### config.mk
export PLATFORM = sky130hd
export DESIGN_NAME = baggage_drop_ctrl
export DESIGN_NICKNAME = d
export VERILOG_FILES = /design/src/rtl/baggage_drop_ctrl.sv
export SDC_FILE = /design/constraint.sdc
export NUM_CORES = 1
export LEC_CHECK = 0
export CAP_MARGIN = 0
export CORE_ASPECT_RATIO = 1.25
export CORE_MARGIN = 4
export CORE_UTILIZATION = 40
export DETAILED_ROUTE_END_ITERATION = 16
export GPL_TIMING_DRIVEN = 0
export PLACE_DENSITY_LB_ADDON = 0.05
export SYNTH_ARGS = -nofsm -noshare
export SYNTH_HDL_FRONTEND = slang
export SYNTH_SLANG_ARGS = --single-unit
### constraint.sdc
create_clock -name clk -period 3.1 [get_ports clk]
set_input_delay 0.93 -clock clk [delete_from_list [all_inputs] [get_ports clk]]
set_output_delay 0.93 -clock clk [all_outputs]
set_load 0.02 [all_outputs]
### src/rtl/baggage_drop_ctrl.sv
// baggage_drop_ctrl: weight-qualified timed drop controller with multiplexed 7-segment status display
module baggage_drop_ctrl #(
  parameter int W = 16,
  parameter int DIGITS = 4,
  parameter int SETTLE = 8,
  parameter int DROP_CYCLES = 4,
  parameter int SCAN_DIV = 4
) (
  input  logic              clk,
  input  logic              rst,
  input  logic [W-1:0]      t_act,
  input  logic [W-1:0]      t_lim,
  input  logic              drop_en,
  output logic [6:0]        seg,
  output logic [DIGITS-1:0] digit_sel,
  output logic              drop_activated,
  output logic              busy
);
  localparam int CMAX = SETTLE > DROP_CYCLES ? SETTLE : DROP_CYCLES;
  localparam int CW = CMAX > 1 ? $clog2(CMAX) : 1;
  localparam int DW = SCAN_DIV > 1 ? $clog2(SCAN_DIV) : 1;
  localparam int IW = $clog2(DIGITS);
  localparam logic [CW-1:0] SET_LAST = CW'(SETTLE - 1);
  localparam logic [CW-1:0] DROP_LAST = CW'(DROP_CYCLES - 1);
  localparam logic [DW-1:0] DIV_LAST = DW'(SCAN_DIV - 1);
  localparam logic [IW-1:0] IDX_LAST = IW'(DIGITS - 1);
  localparam logic [6:0] G_DASH = 7'b1000000, G_H = 7'b1110110, G_SO = 7'b1011100,
                         G_L = 7'b0111000, G_D = 7'b1011110, G_R = 7'b1010000,
                         G_O = 7'b0111111, G_P = 7'b1110011, G_F = 7'b1110001,
                         G_U = 7'b0111110;
  typedef enum logic [2:0] {S_IDLE, S_SETTLE, S_DROP, S_HOLD, S_REJECT} state_t;
  state_t state, state_n;
  logic [CW-1:0] cnt, cnt_n;
  logic [DW-1:0] div;
  logic [IW-1:0] idx;
  logic [27:0] word;
  logic [6:0] seg_n;
  logic ok, over;
  assign ok = drop_en && t_act != '0 && t_act <= t_lim;
  assign over = drop_en && t_act > t_lim;
  assign drop_activated = state == S_DROP;
  assign busy = state != S_IDLE;
  always_comb begin
    state_n = state;
    cnt_n = cnt;
    case (state)
      S_IDLE: begin
        state_n = over ? S_REJECT : ok ? S_SETTLE : S_IDLE;
        cnt_n = '0;
      end
      S_SETTLE: begin
        state_n = over ? S_REJECT : !ok ? S_IDLE : cnt == SET_LAST ? S_DROP : S_SETTLE;
        cnt_n = (over || !ok || cnt == SET_LAST) ? '0 : cnt + CW'(1);
      end
      S_DROP: begin
        state_n = cnt == DROP_LAST ? S_HOLD : S_DROP;
        cnt_n = cnt == DROP_LAST ? '0 : cnt + CW'(1);
      end
      S_HOLD: state_n = drop_en ? S_HOLD : S_IDLE;
      S_REJECT: state_n = over ? S_REJECT : S_IDLE;
      default: state_n = S_IDLE;
    endcase
  end
  // word is {digit3, digit2, digit1, digit0}; digit 0 is rightmost
  assign word = state == S_IDLE ? {4{G_DASH}} :
                state == S_SETTLE ? {G_H, G_SO, G_L, G_D} :
                state == S_REJECT ? {G_F, G_U, G_L, G_L} : {G_D, G_R, G_O, G_P};
  assign seg_n = int'(idx) < 4 ? word[7*int'(idx[1:0]) +: 7] : '0;
  always_ff @(posedge clk) begin
    if (rst) begin
      state <= S_IDLE;
      cnt <= '0;
      div <= '0;
      idx <= '0;
      seg <= '0;
      digit_sel <= '0;
    end else begin
      state <= state_n;
      cnt <= cnt_n;
      seg <= seg_n;
      digit_sel <= DIGITS'(1) << idx;
      div <= div == DIV_LAST ? '0 : div + DW'(1);
      if (div == DIV_LAST) idx <= idx == IDX_LAST ? '0 : idx + IW'(1);
    end
  end
endmodule

# After elaboration in Yosys (flattened, before gate mapping)
# Index checks and enable logic that the tools add are counted.
# classes
eq_ne	8
addsub	3
order_cmp	2
reduce_logical	11
mux	16
n_mul	1
shifts	2
# op_table
cell	count
27-bit 2-to-1 mux	3
28-bit by 6-bit variable part select with 7-bit output	1
16-bit greater-than comparator	1
16-bit less-or-equal comparator	1
16-bit nonzero test	1
3-bit 2-to-1 mux	5
3-bit case mux with 5 select lines	1
3-bit by 2-bit equality test with 1-bit output (second input constant)	3
3-bit case mux with 3 select lines	1
2-bit 2-to-1 mux	4
3-bit equality test (second input constant)	2
3-bit nonzero test	2
3-bit by 2-bit multiplier with 5-bit output (first input constant)	1
2-bit by 1-bit adder with 2-bit output (second input constant)	2
2-bit equality test (second input constant)	2
1-bit by 2-bit left shift with 4-bit output (first input constant)	1
3-bit by 1-bit adder with 3-bit output (second input constant)	1
3-bit by 1-bit equality test with 1-bit output (second input constant)	1
1-bit logical AND	3
3-bit zero test	1
1-bit logical OR	2
1-bit 2-to-1 mux	2
2-bit OR reduction	1
1-bit zero test	1
# totals
in_bits	35
reg_bits	21
out_inout_bits	13

# Logic depth before layout (Yosys ltp)
# depth
ltp_word	8
mapped_depth	8
ltp_nobuf	8

# Least setup slack after synthesis
# No wires, ideal clock.
# synth_timing
path_type	input to register
startpoint	input port t_lim[13]
endpoint	register state[2]
required_time_ns	3.000
setup_time_ns	0.100
arrival_time_ns	2.339
path_stages	7
setup_slack_ns	0.662
cell_sequence	inv_1 ha_1 nand4_4 nor4_4 a22oi_1 a32o_2 a2111oi_4
# synth_via
elab_chain_len	4
word_cells_on_any_way	6
classes_between	order compare (1); mux (4); reduce/logical (1)
# synth_lines
item	line	text
start: declaration	12	input logic [W-1:0] t_lim,
16-bit greater-than comparator (*)	40	assign over = drop_en && t_act > t_lim;
1-bit logical AND (*)	40	
3-bit 2-to-1 mux (on tied branches)	60, 48, 52	
3-bit case mux with 5 select lines (*)	46	case (state)
end signal: assignment	78	state <= state_n;
end: declaration	32	state_t state, state_n;
# Mark *: on every way between the ends. The rest lies on a longest branch, timed or not.
# A chain may end at the register's enable or synchronous reset.

# Worst setup path in the final report
# Same ends and word-level chain as after synthesis.

==> results.json <==
{
  "route.detailed.drc": 0,
  "p_per_area_mw_per_mm2": 321.0,
  "period_needed_ps": 2727,
  "reg2reg_from": "state[0]",
  "clock_latency_ps": 260,
  "worst_slack_ps": 372.6,
  "multi_input_area_um2": 905.9,
  "fin_setup_tns_ps": 0,
  "critPathCaptureType": "flip-flop",
  "rsz0062_at_grt": "false",
  "syn_to_final_growth_pct": 39.22,
  "finClkSkew_ps": 1.532,
  "grt_use_met3": 0.02916,
  "cpPeakStageDelay_ps": 450,
  "place_congestion": 0.7973,
  "grt_overflow": 0,
  "holdBufCountCts": 0,
  "post_cts_buffers": 0,
  "core-area_mm2": 0.003483,
  "path_class": "in -> reg",
  "cts_tree": "yes",
  "syn_nets": 231,
  "syn_area_mm2": 0.001439,
  "layout-drive-gt1-share": 0.04000,
  "grt_usage": 0.1489,
  "drt-vias-per-instance": 5.295,
  "dieHeight_um": 75.06,
  "path_buf_inv": 2,
  "seqCellArea_um2": 420.4,
  "wire_per_inst_um": 12.13,
  "cp_slowest_cell": "clkdlybuf4s50_1",
  "ioPinCount": 48,
  "ys_types": 35,
  "dp_slack_ps": 91.65,
  "grt.met1_usage": 0.1556,
  "grt_max_degree": 12,
  "cts.clk_slew.worst_paths_ps": 70,
  "synthArstFlopShare": 0,
  "drv_cap": 0,
  "antenna_found_initial": 0,
  "cp_top_family": "compound AO/OA/AOI/OAI gates",
  "cts_buffers": 3,
  "cts_sinks": 21,
  "diodes": 0,
  "relSlewSlack": 0.6321,
  "nFillCells": 350,
  "cp.arrival_ps": 2890,
  "synth_warnings": 0,
  "hold_depth": 1,
  "synth.avg_cell_area_um2": 8.269,
  "fmax_mhz": 366.7,
  "postCtsResizedCells": 0,
  "finalSetupViolations": 0,
  "port_buffers": 47,
  "tightest_slew_ps": 547.6,
  "grt_pass1_vias": 1387,
  "cts_buffer_depth": 2,
  "grt_first_pass_wirelength_mm": 5.430,
  "path_max_fanout": 6,
  "status": "finished clean",
  "synth-seq-area-share": 0.2922,
  "hold_class": "reg -> reg",
  "htree_levels": 1,
  "finalCritPeriodShare": 0.8798,
  "ys_seq_elements": 21,
  "busiest_layer": "met2",
  "routed_wl_mm": 3.201,
  "rows": 24,
  "leakagePower_nw": 0.8397,
  "root_buffer": "clkbuf_8",
  "fin_nets": 283,
  "use_met2": 0.2922,
  "reg2reg_depth": 5,
  "cp.required_ps": 3260,
  "vias": 1398,
  "rrSetupSlack_ps": 1630,
  "ir_drop_uv": 306.1,
  "drv_slew": 0,
  "hpwl_mm": 2.745,
  "start_kind": "input port",
  "syn_inst": 174,
  "hold_violations": 0,
  "synth_flop_cell": "dfxtp_1",
  "regToRegEndpoint": "cnt[0]",
  "die_width_um": 61.65,
  "detail-route-antenna-nets": 0,
  "holdPathEnd": "div[0]",
  "cp_cell_sequence": "clkdlybuf4s50_1, inv_1, ha_1, nand4_4, nor4_4, a22oi_1, a32o_2, a2111oi_4",
  "drtIter0Drc": 31,
  "min_from": "div[0]",
  "dr.pass1.iters": 4,
  "start_util": 0.4131,
  "synth_edf_count": 0,
  "die_area_mm2": 0.004627
}
## power breakdown
group	leakage [nW]	total (mW)	internal, mW	switching, mW
Sequential	0.171	0.289	0.283	0.00658
Clock	0.0228	0.178	0.0915	0.0863
Combinational	0.646	0.176	0.0936	0.0825
## layout by cell type, fill, tap and decap left out, types with 4 or more instances in the layout
master and count:
a31o_1 5, a21oi_1 16, nand2_1 9, nor2b_1 4, ha_1 22, clkdlybuf4s50_1 47
clkbuf_1 5, dfxtp_1 21, nor3_1 12, nor3b_1 4, inv_1 23, nor2_1 16
nor4_1 5, o21ai_0 5
## layer usage
layer	vias up	part of all wire
li1	710	-
met1	639	0.38
met2	45	0.56
met3	4	0.054
met4	0	0.011
met5	-	0
## stage by stage
stage / area [µm²] / utilization / std cells / hold slack (ps) / power (mW)
2_1_floorplan: 1439 / - / 174 / 397.7 / 0.3905
3_3_place_gp: 1958 / 0.5621 / 260 / 406.6 / 0.4691
3_5_place_dp: 1958 / 0.5621 / 260 / 419.1 / 0.4737
4_1_cts: 2003 / 0.5751 / 264 / 432.0 / 0.6466
5_1_grt: 2003 / 0.5751 / 264 / 453.9 / 0.6782
6_report: 2003 / 0.5751 / 264 / 425.1 / 0.6431
## synth_stat cells (5+ instances only)
master | n | area, µm²
inv_1 | 23 | 86.33
ha_1 | 22 | 275.3
dfxtp_1 | 21 | 420.4
a21oi_1 | 16 | 80.08
nor2_1 | 16 | 60.06
nor3_1 | 12 | 60.06
nand2_1 | 9 | 33.78
a31o_1 | 5 | 43.79
nor4_1 | 5 | 31.28
o21ai_0 | 5 | 25.02
## worst max path at each step
| stage | start | to | cells past startpoint |
|---|---|---|---|
| after detailed placement | t_lim[13] | state[2] | 8 |
| after floorplan | t_lim[13] | state[2] | 7 |
| after CTS | t_lim[13] | state[2] | 8 |
| after global routing | t_lim[13] | state[2] | 8 |
| after global placement | t_lim[13] | state[2] | 8 |
| final | t_lim[13] | state[2] | 8 |
## layout make-up
cell class,count,area share
buffer,7,0.01312
sequential,21,0.2099
clock buffer,4,0.02249
multi-input combinational,123,0.4522
tap,39,0.02436
timing repair buffer,47,0.2349
inverter,23,0.04310
## worst reg2reg max path, delay by kind of cell (launching register included)
kind | cells | cell delay, ps
buffers and inverters | 1 | 450
AOI/OAI and AO/OA | 2 | 330
DFF | 1 | 440
and+or+nand+nor | 2 | 160
## cells by family (layout without fill, tap and decap cells)
kind of cell	count (synthesis)	in the layout	share of synthesized area
compound gates	36	36	0.1739
fa+ha+maj	23	23	0.1983
buf+inv	30	81	0.07826
simple gates	62	62	0.2435
mux	2	2	0.01391
flops	21	21	0.2922
## sequential cells by signal, indices dropped and copies added (netlist names)
signal / cells
cnt: 3
digit_sel: 4
div: 2
idx: 2
seg: 7
state: 3
(Power assumes the default switching activity.)
==> edit 1 (same settings) <==
Make the reset (`rst`) asynchronous in one clocked block.
--- a/src/rtl/baggage_drop_ctrl.sv
+++ b/src/rtl/baggage_drop_ctrl.sv
@@ -66,7 +66,7 @@
                 state == S_SETTLE ? {G_H, G_SO, G_L, G_D} :
                 state == S_REJECT ? {G_F, G_U, G_L, G_L} : {G_D, G_R, G_O, G_P};
   assign seg_n = int'(idx) < 4 ? word[7*int'(idx[1:0]) +: 7] : '0;
-  always_ff @(posedge clk) begin
+  always_ff @(posedge clk or posedge rst) begin
     if (rst) begin
       state <= S_IDLE;
       cnt <= '0;
Behaviour: differs if rst is asserted again (counterexample within 4 cycles, from zero or initial values and one cycle with rst high); with rst held inactive, the same outputs for 10 cycles.
==> edit 1 against the unedited design <==
  * Maximum frequency shrank 8.0%
  * Die area is the same
  * Hold slack gained 18 ps
  * Wire length grew 7.1%
  * Final area grew 6.6%
  * Utilization grew 3.8 points
  * Clock power grew 3%
  * Critical path type unchanged
  * Highest routed layer unchanged
  * Total power grew 4.9%
  * Largest cell class unchanged
  * Sequential share of layout area grew 3.6 points
  * Sequential cell count is the same
  * Worst setup slack lost 240 ps
  * Area after synthesis is the same
==> edit 1: results <==
export IMPL_status="finished, final reports clean"
export IMPL_signal_buffers=52
export IMPL_synth_area_leaders="dfrtp_1 37%, ha_1 22%, inv_1 6.0%"
export IMPL_syn_nets=213
export IMPL_synthArstFlopShare_pct=100
export IMPL_grtUsageMet1_pct=17.5
export IMPL_max_stage_delay_ps=560
export IMPL_holdWs_ps=443
export IMPL_buf_share_pct=24.0
export IMPL_ir_worst_vdd_mv=0.349
export IMPL_synth_fa_ha_area_share_pct=21.7
export IMPL_viasPerCell=5.25
export IMPL_comb_power_w=0.000198
export IMPL_dpl_cell_count=239
export IMPL_use_met3_pct=3.09
export IMPL_nMultiInputCombCells=105
export IMPL_power_clock_w=0.000183
export IMPL_relSlewSlack_pct=46.6
export IMPL_holdCritStartpoint="div[0]"
export IMPL_gp_congestion=0.734
export IMPL_final_net_count=266
export IMPL_cpLargestDelayFamily="simple AND/OR/NAND/NOR gates"
export IMPL_met3_length_um=260
export IMPL_ys_seq_area_share_pct=36.5
export IMPL_power_leakage_nw=1.07
export IMPL_synth_main_ff_cell="dfrtp_1"
export IMPL_holdPathEnd="div[0]"
export IMPL_multi_input_area_share_pct=42.8
export IMPL_grt_usage_pct=15.6
export IMPL_path_max_fanout=4
export IMPL_seq_share_pct=24.6
export IMPL_clkCellAreaFrac_pct=2.17
export IMPL_seq_cells=21
export IMPL_drt_initial_drc_count=41
export IMPL_area_delta_synth_final_pct=48.3
[edit 1: cell count changes in the layout (fill, tap and decap cells not counted), sizes merged, moves of 7 or more]
cell and delta:
nor2 -8, clkdlybuf4s50 -8, nand2 +7, dfxtp -21, dlymetal6s2s +8, nor3 -12, dfrtp +21
[edit 1: worst max-delay path by stage]
stage               startpoint        to  slack (ps)  cells past startpoint
finish               t_lim[14]  state[0]         140                      9
global route         t_lim[14]  state[0]          20                      9
CTS                  t_lim[11]  state[0]           3                      9
detailed placement   t_lim[15]  state[0]        -380                      9
global placement     t_lim[15]  state[0]        -360                      9
floorplan            t_lim[15]  state[1]         480                      8
[edit 1: repair_timing]
action | 4_1_cts | 5_1_grt
gates resized for setup | 1 | 22
setup buffers | 0 | 1
cloned | 0 | 0
hold buffers | 0 | 0
hold endpoints to repair | 0 | 0
endpoints found under the setup margin | 2 | 3
pin swaps | 2 | 7
==> edit 2 (same flow settings) <==
Made on the original files. The parameter `DROP_CYCLES` goes from 4 to 8.
--- a/src/rtl/baggage_drop_ctrl.sv
+++ b/src/rtl/baggage_drop_ctrl.sv
@@ -3,7 +3,7 @@
   parameter int W = 16,
   parameter int DIGITS = 4,
   parameter int SETTLE = 8,
-  parameter int DROP_CYCLES = 4,
+  parameter int DROP_CYCLES = 8,
   parameter int SCAN_DIV = 4
 ) (
   input  logic              clk,
Check against the original RTL: no difference found for any inputs over 10 cycles, from zero or initial values and one cycle with rst high; that may be too few to reach the edited logic, so the function may still have changed.
==> edit 2 against the unedited design <==
  * Worst setup slack got worse by 240 ps
  * Sequential cell count unchanged
  * Final area grew 2.5%
  * Cell count rose by 0.38%
  * Sequential share of layout area down 0.51 points
  * Total power is 4.5% higher
  * Critical path type unchanged
  * Utilization up 0.93 points
  * Wire length increased by 17%
  * Clock skew increased by 3.3 ps
  * Area after synthesis grew 1.6%
==> edit 2: results <==
export IMPL_status="finished, final reports clean"
export IMPL_grt_max_degree=13
export IMPL_wire_per_inst_um=14.2
export IMPL_comb_power_w=0.000204
export IMPL_final_net_count=282
export IMPL_path_max_fanout=4
export IMPL_ys_seq_area_share_pct=28.8
export IMPL_grtUsageMet1_pct=17.1
export IMPL_synth_avg_cell_area_um2=8.40
export IMPL_synthArstFlopShare_pct=0
export IMPL_syn_nets=229
export IMPL_switching_share_pct=28.5
export IMPL_rrSetupSlack_ps=1500
export IMPL_synth_area_leaders="dfxtp_1 29%, ha_1 17%, inv_1 5.1%"
export IMPL_dpl_worst_slack_ps=-250
export IMPL_use_met3_pct=2.37
export IMPL_final_layout_size_suffix_gt1_share_pct=8.41
export IMPL_r2r_cells=6
export IMPL_drt_total_wl_um=3750
export IMPL_viasPerCell=5.55
export IMPL_place_area_um2=1980
export IMPL_hold_path_class="flip-flop to flip-flop"
export IMPL_max_freq_ghz=0.337
export IMPL_cp_startpoint="t_lim[7]"
export IMPL_wl_met2_um=2140
export IMPL_gp_congestion=0.840
export IMPL_use_met2_pct=31.9
export IMPL_hpwl_um=3080
export IMPL_synth_top_cells_by_count="21 x dfxtp_1, 20 x ha_1, 20 x inv_1"
export IMPL_power_density_nw_per_um2=327
export IMPL_cpLargestDelayFamily="simple AND/OR/NAND/NOR gates"
export IMPL_r2r_end="seg[2]"
export IMPL_power_leakage_nw=0.886
export IMPL_critPathArrivalTime_ps=3130
export IMPL_ir_worst_vdd_mv=0.314
export IMPL_grt_pass1_wl_um=5910
export IMPL_skew_ps=4.79
export IMPL_holdWs_ps=428
export IMPL_grt_usage_pct=16.5
export IMPL_met3_length_um=160
export IMPL_drt_initial_drc_count=44
## edit 2: cell count changes after synthesis, moves of 3 or more
cell      unedited run  this run
inv_1               23        20
a31o_1               5         0
a21oi_1             16        12
nor2_1              16        19
nor3_1              12         6
nand2b_1             3         0
clkbuf_8             0         3
buf_1                3         0
## edit 2: cell type report
class	instances	area (um^2)
fillers	343	1460
multi-input cells	125	923
repair buffers	48	478
flip-flops and latches	21	420
inverters	20	75.1
plain buffers	8	61.3
well taps	39	48.8
clock buffers	3	41.3
clock inverters	1	5.00
## edit 2: kinds of logic (layout without fill, tap and decap cells)
logic type               Yosys count  count (layout)  share of synthesized area, %
AND/OR/NAND/NOR                   64              64                          24.6
AO/OA/AOI/OAI                     39              39                          18.8
buffers and inverters             28              80                          9.33
adder cells (fa/ha/maj)           21              21                          17.8
flip-flops                        21              21                          28.8
multiplexers                       1               1                         0.685
